**src/rtl/pulse_issue_queue_pkg.sv**
```systemverilog
// Shared definitions for event feeders in front of the pulse synchronizer.
// Holds the issue-FSM state encoding and the saturation limit helper.
package pulse_issue_queue_pkg;

    typedef enum logic [2:0] {
        ST_IDLE  = 3'd0,
        ST_ISSUE = 3'd1,
        ST_ARM   = 3'd2,
        ST_WAIT  = 3'd3,
        ST_GAPW  = 3'd4
    } piq_state_e;

    function automatic int unsigned sat_max(input int unsigned w);
        return (32'd1 << w) - 32'd1;
    endfunction

endpackage

```
**src/rtl/pulse_issue_queue_cnt.sv**
```systemverilog
// Saturating up/down counter with sync clear and sticky overflow; 1-cycle update.
// No backpressure: an increment at saturation is dropped and flagged.
module sat_updown_cnt
    import pulse_issue_queue_pkg::*;
#(
    parameter int CNT_W = 4
) (
    input  logic             clk,
    input  logic             rst_n,
    input  logic             inc_i,
    input  logic             dec_i,
    input  logic             clr_i,
    output logic [CNT_W-1:0] cnt_o,
    output logic             ovf_o
);

    localparam logic [CNT_W-1:0] CNT_MAX = CNT_W'(sat_max(CNT_W));
    localparam logic [CNT_W-1:0] CNT_ONE = CNT_W'(1);

    logic [CNT_W-1:0] cnt_q, cnt_d;
    logic             ovf_q, ovf_d;

    // Simultaneous inc and dec cancel, so saturation never flags overflow then.
    always_comb begin
        cnt_d = cnt_q;
        ovf_d = ovf_q;
        if (clr_i) begin
            cnt_d = '0;
            ovf_d = 1'b0;
        end else if (inc_i && !dec_i) begin
            if (cnt_q == CNT_MAX) begin
                ovf_d = 1'b1;
            end else begin
                cnt_d = cnt_q + CNT_ONE;
            end
        end else if (dec_i && !inc_i && (cnt_q != '0)) begin
            cnt_d = cnt_q - CNT_ONE;
        end
    end

    always_ff @(posedge clk or negedge rst_n) begin
        if (!rst_n) begin
            cnt_q <= '0;
            ovf_q <= 1'b0;
        end else begin
            cnt_q <= cnt_d;
            ovf_q <= ovf_d;
        end
    end

    assign cnt_o = cnt_q;
    assign ovf_o = ovf_q;

endmodule

```
**src/rtl/pulse_issue_queue.sv**
```systemverilog
// Queues event strobes and replays them as 1-cycle sig pulses; sig is 2 cycles after the first ev.
// Waits on downstream busy (plus GAP idle cycles) between issues; events keep accumulating meanwhile.
module pulse_issue_queue
    import pulse_issue_queue_pkg::*;
#(
    parameter int CNT_W = 4,
    parameter int GAP   = 0
) (
    input  logic             clk,
    input  logic             rst_n,
    input  logic             ev,
    input  logic             en,
    input  logic             clr,
    input  logic             busy,
    output logic             sig,
    output logic [CNT_W-1:0] pending,
    output logic             overflow,
    output logic             idle
);

    localparam bit         HAS_GAP  = (GAP > 0);
    localparam logic [3:0] GAP_LAST = 4'((GAP > 0) ? GAP - 1 : 0);

    piq_state_e state_q, state_d;
    logic [3:0] gap_q, gap_d;
    logic       sig_q;

    sat_updown_cnt #(
        .CNT_W (CNT_W)
    ) u_cnt (
        .clk   (clk),
        .rst_n (rst_n),
        .inc_i (ev),
        .dec_i (state_q == ST_ISSUE),
        .clr_i (clr),
        .cnt_o (pending),
        .ovf_o (overflow)
    );

    always_comb begin
        state_d = state_q;
        gap_d   = '0;
        unique case (state_q)
            ST_IDLE: begin
                if (en && (pending != '0) && !busy) begin
                    state_d = ST_ISSUE;
                end
            end
            ST_ISSUE: state_d = ST_ARM;
            // busy is still rising here, so it is not looked at until WAIT.
            ST_ARM:   state_d = ST_WAIT;
            ST_WAIT: begin
                if (!busy) begin
                    state_d = HAS_GAP ? ST_GAPW : ST_IDLE;
                end
            end
            ST_GAPW: begin
                if (gap_q == GAP_LAST) begin
                    state_d = ST_IDLE;
                end else begin
                    gap_d = gap_q + 4'd1;
                end
            end
            default: state_d = ST_IDLE;
        endcase
    end

    always_ff @(posedge clk or negedge rst_n) begin
        if (!rst_n) begin
            state_q <= ST_IDLE;
            gap_q   <= '0;
            sig_q   <= 1'b0;
        end else begin
            state_q <= state_d;
            gap_q   <= gap_d;
            sig_q   <= (state_d == ST_ISSUE);
        end
    end

    assign sig  = sig_q;
    assign idle = (state_q == ST_IDLE) && (pending == '0);

endmodule
```
**config.mk**
```make
export PLATFORM = sky130hd
export DESIGN_NAME = pulse_issue_queue
export DESIGN_NICKNAME = d
export VERILOG_FILES = /design/src/rtl/pulse_issue_queue_pkg.sv /design/src/rtl/pulse_issue_queue_cnt.sv /design/src/rtl/pulse_issue_queue.sv
export SDC_FILE = /design/constraint.sdc
export NUM_CORES = 1
export LEC_CHECK = 0
export BUFFER_PORTS_ARGS = -buffer_cell sky130_fd_sc_hd__buf_4
export CORE_AREA = 8 8 45 47
export DETAILED_ROUTE_END_ITERATION = 7
export DIE_AREA = 0 0 53 55
export HOLD_SLACK_MARGIN = 0.05
export PLACE_DENSITY = 0.76
export SLEW_MARGIN = 20
export SYNTH_ARGS = -nofsm -noshare
export SYNTH_HDL_FRONTEND = slang
export SYNTH_HIERARCHICAL = 1
export SYNTH_SLANG_ARGS = --single-unit
```
**constraint.sdc**
```tcl
create_clock -name clk -period 3.2 [get_ports clk]
set_clock_uncertainty 0.1 [all_clocks]
set_input_delay 0.16 -clock clk [delete_from_list [all_inputs] [get_ports clk]]
set_output_delay 0.16 -clock clk [all_outputs]
set_load 0.02 [all_outputs]
```
==> results of run 1 <==
-- metrics by stage --
| step | cell area, um2 | util |
|---|---|---|
| after CTS | 848.3 | 0.6130 |
| after global placement | 802.0 | 0.5796 |
| final | 848.3 | 0.6130 |
| after detailed placement | 802.0 | 0.5796 |
| after global routing | 848.3 | 0.6130 |
| after floorplan | 696.9 | - |
-- worst min-delay path: stages --
cell      delay (ns)
buf_4           0.11
nand3b_2        0.08
nor4_1          0.05
-- flip-flops by register name, indices dropped and copies added, names as in the netlist --
name         cells
gap_q            4
u_cnt/cnt_o      4
state_q          3
sig              1
u_cnt/ovf_o      1
-- synthesized netlist by cell type, drive strengths merged (2+ instances only) --
library cell   n  area, um2
dfrtp         13      325.3
nor2           8      30.03
inv            7      26.28
ha             4      50.05
a211oi         3      22.52
o21ai          3      15.01
a21oi          2      10.01
a31oi          2      12.51
nand3b         2      18.77
nor4           2      18.77
o22ai          2      18.77
xnor2          2      17.52
xor2           2      17.52
-- power groups by stage --
stage / logic, mW / registers (mW) / clock network [mW]
floorplan: 0.174 / 0.268 / 0
global placement: 0.262 / 0.255 / 0
detailed placement: 0.270 / 0.255 / 0
CTS: 0.278 / 0.251 / 0.105
global route: 0.306 / 0.259 / 0.115
finish: 0.277 / 0.252 / 0.0998
-- layout make-up --
type	count	area, um2
multi-input combinational	44	340.3
timing repair buffer	14	110.1
inverter	7	26.28
tap	16	20.02
clock buffer	4	26.28
sequential	13	325.3
fill	117	535.5
-- kinds of logic after synthesis --
group	after synthesis	synth area share
buf+inv	8	0.04488
mux	1	0.01436
fa+ha+maj	4	0.07182
xor+xnor	4	0.05028
simple gates	19	0.1724
flops	13	0.4668
compound gates	16	0.1795
-- path summary, 6_finish.rpt --
path,from,to,slack [ns]
max,state_q[2]$_DFF_PN0_,u_cnt/cnt_o[3]$_DFFE_PN0P_,0.80
min,en,sig$_DFF_PN0_,0.06
max reg2reg,state_q[2]$_DFF_PN0_,u_cnt/cnt_o[3]$_DFFE_PN0P_,0.80
min reg2reg,gap_q[0]$_DFF_PN0_,gap_q[0]$_DFF_PN0_,0.40
max in group asynchronous,rst_n,gap_q[2]$_DFF_PN0_,2.66
min in group asynchronous,rst_n,u_cnt/ovf_o$_DFFE_PN0P_,0.17
-- layer usage --
layer / vias up / global-route usage / part of all wire
met2: 19 / 0.2070 / 0.49
met1: 279 / 0.1297 / 0.42
met4: 0 / 0.05172 / 0.0093
met5: - / 0 / 0
met3: 2 / 0.04278 / 0.077
li1: 271 / - / -
==> flow_metrics.tcl, run 1 <==
set metrics [dict create \
    setup_tns_ns 0 \
    grt_pass1_vias 578 \
    layout.cells.non_filler 98 \
    cp.depth 8 \
    yosysSeqAreaShare 0.4668 \
    fin_crit_sh 0.7496 \
    rsz0062_at_grt "false" \
    path_cells "nor3b_1 -> nand2b_1 -> ha_1 -> o21ai_0 -> nand3b_1 -> o211ai_2 -> a21oi_1 -> a311oi_1" \
    leakage_nw 0.4196 \
    final_common_cell "dfrtp_1" \
    via_per_inst 5.827 \
    port_buffers 12 \
    path_buf_inv 0 \
    total_power_mw 0.6289 \
    area_delta_synth_final_pct 21.72 \
    clock_latency_ns 0.27 \
    fmax_ghz 0.4169 \
    clockBufferDepth 2 \
    die_w_um 53 \
    combPwrFrac 0.440 \
    dr.first_iter.drc_count 10 \
    wl_mm 1.502 \
    setup_violations 0 \
    cts_root_buf "clkbuf_4" \
    crit_path_end_kind "register" \
    coreArea_um2 1384 \
    syn_nets 75 \
    required_ns 3.28 \
    postLayoutSetupSlackWorst_ns 0.8012 \
    cts_tree "built" \
    critPathKind "reg -> reg" \
    rows 14 \
    htreeDepth 1 \
    postSynthAreaPerCell_um2 10.72 \
    whs_ns 0.06454 \
    dieArea_um2 2915 \
    crit_path_start_kind "register" \
    ys_ff_latch 13 \
    synth_ff_type "dfrtp_1" \
    grt_pass1_wl_mm 2.539 \
    vdd_drop_max_mv 0.5201 \
    gr-total-overflow 0 \
    status "finished clean" \
    tightest_slew_ns 0.5257 \
    antenna_cells 0 \
    pre_cts_ws_ns 0.8769 \
    dr_total_vias 571 \
    dr.pass1.iters 4 \
    place_hpwl_mm 1.065 \
    final_cell_mix "13 x dfrtp_1, 12 x buf_4, 8 x nor2_1, 7 x inv_1, 4 x ha_1" \
    initial_core_util 0.5036 \
    finalWeightedCongestion 0.9268 \
    async_reset_ff_frac 1.000 \
    routedWlPerCell_um 15.33 \
    ctsResizeCount 0 \
    hold_viol 0 \
    cts_hold_buffers 2 \
    drive_above_1_share 0.2683 \
    slowest_delay_ns 0.46 \
    synthCells 65 \
    drcViolationCount 0 \
    cp_top_family "simple AND/OR/NAND/NOR gates" \
    seq_power_share 0.401 \
    cp_slowest_cell "dfrtp_1" \
    synth.cell_area_um2 696.9 \
    drv_cap 0 \
    hp-class "in -> reg" \
    dp_cells 92 \
    path_clk_slew_ns 0.08 \
    die_h_um 55 \
    synth-edff-count 0 \
    critPathMaxFanout 8 \
    power_switching_mw 0.2558 \
    swShare 0.4068 \
    p_int_mw 0.3731 \
    maxSlewViolCount 0 \
    power_density_nw_per_um2 741.4 \
    io_pins 13 \
    pwr-share-clk 0.159 \
    cts.sinks 13 \
    hold_depth 3 \
    slew-limit-headroom 0.6440 \
    grt_use_total 0.1198 \
    finalCriticalPeriod_ns 2.399 \
    antenna_found_initial 0 \
    cts_buffers 3 \
    grt_max_degree 14 \
    ys_types 29 \
    nNetsFinal 93 \
    synth_warnings 6 \
    cp.arrival_ns 2.48 \
    rr_worst_depth 8 \
    postRouteAntennaNets 0 \
    post_cts_buffers 0 \
]
Note: power is estimated with default switching activity, not from simulation.
==> inputs of run 2 (changes only) <==
- ABC_AREA: default -> 1
- CORE_AREA: 8 8 45 47 -> default
- CORE_MARGIN: default -> 8
- CORE_UTILIZATION: default -> 53
- DIE_AREA: 0 0 53 55 -> default
- clock period: 3.2 -> 2.5 ns (I/O delays scaled with it)
==> run 2 against run 1 <==
Compared with the run above: die area is 0.74% lower; largest cell class unchanged; critical path depth up 3; critical path type unchanged; design area rose by 8.7%.
==> flow_metrics.tcl, run 2 <==
set metrics [dict create \
    ys_top_cells_by_count "23 x nor2_1, 19 x nand2_1, 18 x inv_1, 13 x dfrtp_1, 6 x nand3_1" \
    hold_depth 5 \
    combPwrFrac 0.481 \
    postRouteAntennaNets 0 \
    antenna_cells 0 \
    rows 13 \
    grt_pass1_wl_mm 2.808 \
    gr-total-overflow 0 \
    coreArea_um2 1318 \
    crit_path_start_kind "register" \
    slowest_delay_ns 0.42 \
    final_common_cell "nor2_1" \
    final_cell_mix "23 x nor2_1, 19 x nand2_1, 18 x inv_1, 13 x dfrtp_1, 12 x buf_4" \
    cp_slowest_cell "dfrtp_1" \
    grt_util_met2 0.2162 \
    postLayoutSetupSlackWorst_ns 0.5862 \
    reg2reg_to "u_cnt/cnt_o[3]$_DFFE_PN0P_" \
    clock_latency_ns 0.27 \
    tightest_slew_ns 0.2672 \
    synth_warnings 6 \
    cp.arrival_ns 2.01 \
    whs_ns 0.1002 \
    synth-edff-count 0 \
    cts.sinks 13 \
    ctsResizeCount 0 \
    drcViolationCount 0 \
    status "finished clean" \
    hp-class "in -> reg" \
    htreeDepth 1 \
    synth_top_area_frac 0.4298 \
    vdd_drop_max_mv 0.6619 \
    syn_nets 113 \
    nNetsFinal 133 \
    postSynthAreaPerCell_um2 7.349 \
    p_int_mw 0.4772 \
    pwr-share-clk 0.153 \
    fin_crit_sh 0.7655 \
    use_met1 0.1477 \
    rr_worst_depth 11 \
    seq_power_share 0.367 \
    crit_path_end_kind "register" \
    maxSlewViolCount 0 \
    path_clk_slew_ns 0.08 \
    required_ns 2.59 \
    hold_viol 0 \
    critPathMaxFanout 7 \
    grt_pass1_vias 671 \
    leakage_nw 0.5166 \
    setup_violations 0 \
    hold_start "en" \
    slew-limit-headroom 0.8219 \
    via_per_inst 5.007 \
    cts_tree "built" \
    rrSetupSlack_ns 0.59 \
    cts_root_buf "clkbuf_4" \
    yosysSeqAreaShare 0.4298 \
    power_switching_mw 0.3687 \
    ys_ff_latch 13 \
    grt_max_degree 14 \
    dr.first_iter.drc_count 14 \
    antenna_found_initial 0 \
    cts_hold_buffers 3 \
    path_buf_inv 2 \
    pre_cts_ws_ns 0.6281 \
    rsz0062_at_grt "false" \
    initial_core_util 0.5745 \
    swShare 0.4358 \
    port_buffers 12 \
    synth.area.top_cells "dfrtp_1 43%, nor2_1 11%, nand2_1 9.4%" \
    io_pins 13 \
    finalCriticalPeriod_ns 1.914 \
    wl_mm 1.569 \
    path_cells "nor2_1 -> nand2_1 -> inv_1 -> inv_1 -> nand2_4 -> ha_1 -> nand2_1 -> nand3b_1 -> a21oi_1 -> nor2_1 -> nor2_1" \
    clockBufferDepth 2 \
    area_delta_synth_final_pct 21.82 \
    critPathKind "reg -> reg" \
    async_reset_ff_frac 1.000 \
    fmax_ghz 0.5225 \
    cp.depth 11 \
    synth.cell_area_um2 757.0 \
    synthCells 103 \
    ys_types 18 \
    dr_total_vias 686 \
    dieArea_um2 2893 \
    die_h_um 53.79 \
    routedWlPerCell_um 11.45 \
    grtUsageMet3 0.05510 \
    power_density_nw_per_um2 917.3 \
    synth_largest_area_cell "dfrtp_1" \
    post_cts_buffers 0 \
    worstHoldEndpoint "sig$_DFF_PN0_" \
    synth_ff_type "dfrtp_1" \
    yosysMostFrequentCell "nor2_1" \
    die_w_um 53.79 \
    finalWeightedCongestion 0.9136 \
    dr.pass1.iters 4 \
    cp_common_cell "nor2_1" \
    r2r-start "state_q[2]$_DFF_PN0_" \
    drive_above_1_share 0.1803 \
    grt_use_total 0.1286 \
    cp_top_family "simple AND/OR/NAND/NOR gates" \
    setup_tns_ns 0 \
    drv_cap 0 \
    top_usage_layer "met2" \
    place_hpwl_mm 1.168 \
    cts_buffers 3 \
]
## run 2: changes by cell type in the layout (fill, tap and decap cells not counted), moves of 3 or more
cell	before	now
inv_1	7	18
nand3_1	1	6
nand2_1	0	19
a211oi_1	3	0
nor2_1	8	23
## run 2: metrics by stage
| step | cell area (um2) | cells | utilization | power, mW |
|---|---|---|---|---|
| floorplan | 757.0 | 103 | - | 0.5943 |
| global placement | 865.8 | 130 | 0.6572 | 0.7049 |
| detailed placement | 865.8 | 130 | 0.6572 | 0.7169 |
| CTS | 922.1 | 137 | 0.6999 | 0.8517 |
| global route | 922.1 | 137 | 0.6999 | 0.9266 |
| finish | 922.1 | 137 | 0.6999 | 0.8459 |
## run 2: area by class of cell
cell class                 count  area [um2]
sequential                    13       325.3
multi-input combinational     70       356.6
timing repair buffer          15       120.1
fill                         121       395.4
inverter                      20       75.07
tap                           15       18.77
clock buffer                   4       26.28
## run 2: worst register-to-register path: cells and delay by family, from the launching register on
family | cells | cell delay [ns]
AOI/OAI and AO/OA | 1 | 0.16
and+or+nand+nor | 7 | 0.63
buffers and inverters | 2 | 0.17
adders and majority gates | 1 | 0.34
DFF | 1 | 0.42
## run 2: logic make-up (layout without fill, tap and decap cells)
logic type               count (synthesis)  count (layout)  share of synthesized area
buffers and inverters                   20              39                    0.09917
AO/OA/AOI/OAI                            9               9                    0.06445
AND/OR/NAND/NOR                         55              55                     0.3174
adder cells (fa/ha/maj)                  4               4                    0.06612
XOR/XNOR                                 2               2                    0.02314
flip-flops                              13              13                     0.4297
## run 2: power by group through the flow
stage,Clock (mW),Sequential [mW],Combinational [mW]
floorplan,0,0.332,0.262
global placement,0,0.314,0.391
detailed placement,0,0.315,0.402
CTS,0.133,0.310,0.409
global route,0.145,0.319,0.463
finish,0.129,0.310,0.406
## run 2: how the worst max path moves through the flow
stage	from	endpoint	slack [ns]
after floorplan	state_q[2]$_DFF_PN0_	u_cnt/cnt_o[3]$_DFFE_PN0P_	0.77
after global placement	state_q[2]$_DFF_PN0_	u_cnt/cnt_o[3]$_DFFE_PN0P_	0.70
after detailed placement	state_q[2]$_DFF_PN0_	u_cnt/cnt_o[3]$_DFFE_PN0P_	0.63
after CTS	state_q[2]$_DFF_PN0_	u_cnt/cnt_o[3]$_DFFE_PN0P_	0.61
after global routing	state_q[2]$_DFF_PN0_	u_cnt/cnt_o[3]$_DFFE_PN0P_	0.41
final	state_q[2]$_DFF_PN0_	u_cnt/cnt_o[3]$_DFFE_PN0P_	0.59
## run 2: metal layers
layer,routed length (um),vias to the layer above
li1,-,352
met2,767,19
met1,647,313
met5,0,-
met3,142,2
met4,11,0
==> inputs of run 3 (changes only) <==
- CORE_UTILIZATION: 53 -> 47
- PLACE_DENSITY: 0.76 -> 0.71
- clock period: 2.5 -> 1.75 ns (I/O delays scaled with it)
==> run 3 against run 2 <==
Compared with the run above: worst hold slack worse by 0.020 ns; largest cell class unchanged; combinational power up 62%; final cell count up 2.9%; highest routed layer is now met3; via count up 1.6%; sequential power up 40%; core utilization down 6.0 points; clock power up 40%; total power up 51%; sequential share of layout area down 1.6 points; flip-flop and latch count unchanged.
==> flow_metrics.tcl, run 3 (synthesized netlist as in run 2, its figures left out) <==
set metrics [dict create \
    drv_cap 0 \
    antenna_found_initial 0 \
    initial_core_util 0.5025 \
    grt_pass1_vias 672 \
    cts.sinks 13 \
    clock_latency_ns 0.26 \
    io_pins 13 \
    final_common_cell "nor2_1" \
    cts_root_buf "clkbuf_4" \
    grt_max_degree 14 \
    tightest_slew_ns 0.2571 \
    vdd_drop_max_mv 0.9133 \
    cp.arrival_ns 1.72 \
    total_power_mw 1.274 \
    port_buffers 12 \
    postRouteAntennaNets 0 \
    htreeDepth 1 \
    grt_pass1_wl_mm 2.711 \
    cts_tree "built" \
    final_cell_mix "23 x nor2_1, 18 x nand2_1, 16 x inv_1, 15 x buf_4, 13 x dfrtp_1" \
    rr_worst_depth 12 \
    rows 14 \
    gr-total-overflow 0 \
    via_per_inst 4.943 \
    dr_total_vias 697 \
    dieArea_um2 3151 \
    cts_buffers 3 \
    setup_violations 0 \
    routedWlPerCell_um 10.97 \
    finalWeightedCongestion 0.8595 \
    power_density_nw_per_um2 1321 \
    leakage_nw 0.5288 \
    rsz0062_at_grt "true" \
    postLayoutSetupSlackWorst_ns 0.08901 \
    finalInstanceArea_um2 964.7 \
    die_w_um 56.13 \
    grt_use_total 0.1003 \
    drive_above_1_share 0.2400 \
    crit_path_start_kind "register" \
    nNetsFinal 136 \
    pre_cts_ws_ns 0.02511 \
    coreArea_um2 1506 \
    path_clk_slew_ns 0.08 \
    dr.pass1.iters 4 \
    layout.core_utilization 0.6404 \
    slew-limit-headroom 0.8286 \
    finalCriticalPeriod_ns 1.661 \
    crit_path_end_kind "register" \
    required_ns 1.81 \
    hold_depth 5 \
    wl_mm 1.547 \
    hp-class "in -> reg" \
    placed_area_um2 889.6 \
    fmax_ghz 0.6021 \
    whs_ns 0.08058 \
    die_h_um 56.13 \
    final.fill_count 155 \
    hold_viol 0 \
    fin_crit_sh 0.9491 \
    status "finished clean" \
    antenna_cells 0 \
    critPathMaxFanout 3 \
    area_delta_synth_final_pct 27.44 \
    dr.first_iter.drc_count 9 \
    clockBufferDepth 2 \
    critPathKind "reg -> reg" \
    maxSlewViolCount 0 \
    drcViolationCount 0 \
    place_hpwl_mm 1.211 \
]
==> run 3: cell count changes in the layout (fill, tap and decap cells not counted), sizes merged <==
cell,change
buf,+3
==> run 3: power breakdown <==
part           leakage, nW  total [mW]  internal, mW  switching, mW
combinational        0.341       0.659         0.274          0.385
sequential           0.173       0.435         0.361         0.0741
clock               0.0150       0.181        0.0879         0.0926
total                0.529        1.27         0.723          0.552
==> run 3: critical path: stages, from the launching register on <==
cell,delay [ns]
dfrtp_1,0.35
nor2_1,0.05
nand2_1,0.08
inv_2,0.05
inv_2,0.08
nand2_4,0.07
ha_4,0.28
nand2_1,0.04
nand3b_1,0.17
nand3_1,0.08
nand2_1,0.05
nor2_1,0.11
nor2_1,0.06
==> run 3: what timing repair did <==
item,in CTS,in global routing
resized for setup,1,4
pin swaps,0,5
hold endpoints to repair,21,0
hold buffers,3,0
gates cloned,0,0
setup endpoints to repair,1,2
setup buffers,0,0
==> run 3: final cells by class <==
class | instances | area [um2] | area share
Multi-Input combinational cell | 70 | 375.4 | 0.3891
Inverter | 20 | 75.07 | 0.07782
Clock buffer | 4 | 26.28 | 0.02724
Sequential cell | 13 | 325.3 | 0.3372
Tap cell | 16 | 20.02 | 0.02075
Timing Repair Buffer | 18 | 142.6 | 0.1479
==> run 3: metal layers <==
layer / global-route usage / up-vias / share of wire
li1: - / 360 / -
met1: 0.1123 / 324 / 0.43
met2: 0.1791 / 13 / 0.52
met3: 0.03881 / 0 / 0.055
met4: 0.01031 / 0 / 0
met5: 0 / - / 0
==> run 3: per-stage QoR <==
step / TNS [ns] / cells
6_report: 0 / 141
3_5_place_dp: 0 / 134
2_1_floorplan: 0 / 103
5_1_grt: -0.02949 / 141
4_1_cts: 0 / 141
3_3_place_gp: 0 / 134
==> run 3: path summary, 6_finish.rpt <==
kind | startpoint | to | slack [ns]
worst max-delay path | state_q[1]$_DFF_PN0_ | u_cnt/cnt_o[3]$_DFFE_PN0P_ | 0.09
worst min register to register | u_cnt/ovf_o$_DFFE_PN0P_ | u_cnt/ovf_o$_DFFE_PN0P_ | 0.41
worst max register to register | state_q[1]$_DFF_PN0_ | u_cnt/cnt_o[3]$_DFFE_PN0P_ | 0.09
min in group asynchronous | rst_n | state_q[0]$_DFF_PN0_ | 0.09
max in group asynchronous | rst_n | u_cnt/ovf_o$_DFFE_PN0P_ | 1.29
worst min-delay path | en | sig$_DFF_PN0_ | 0.08
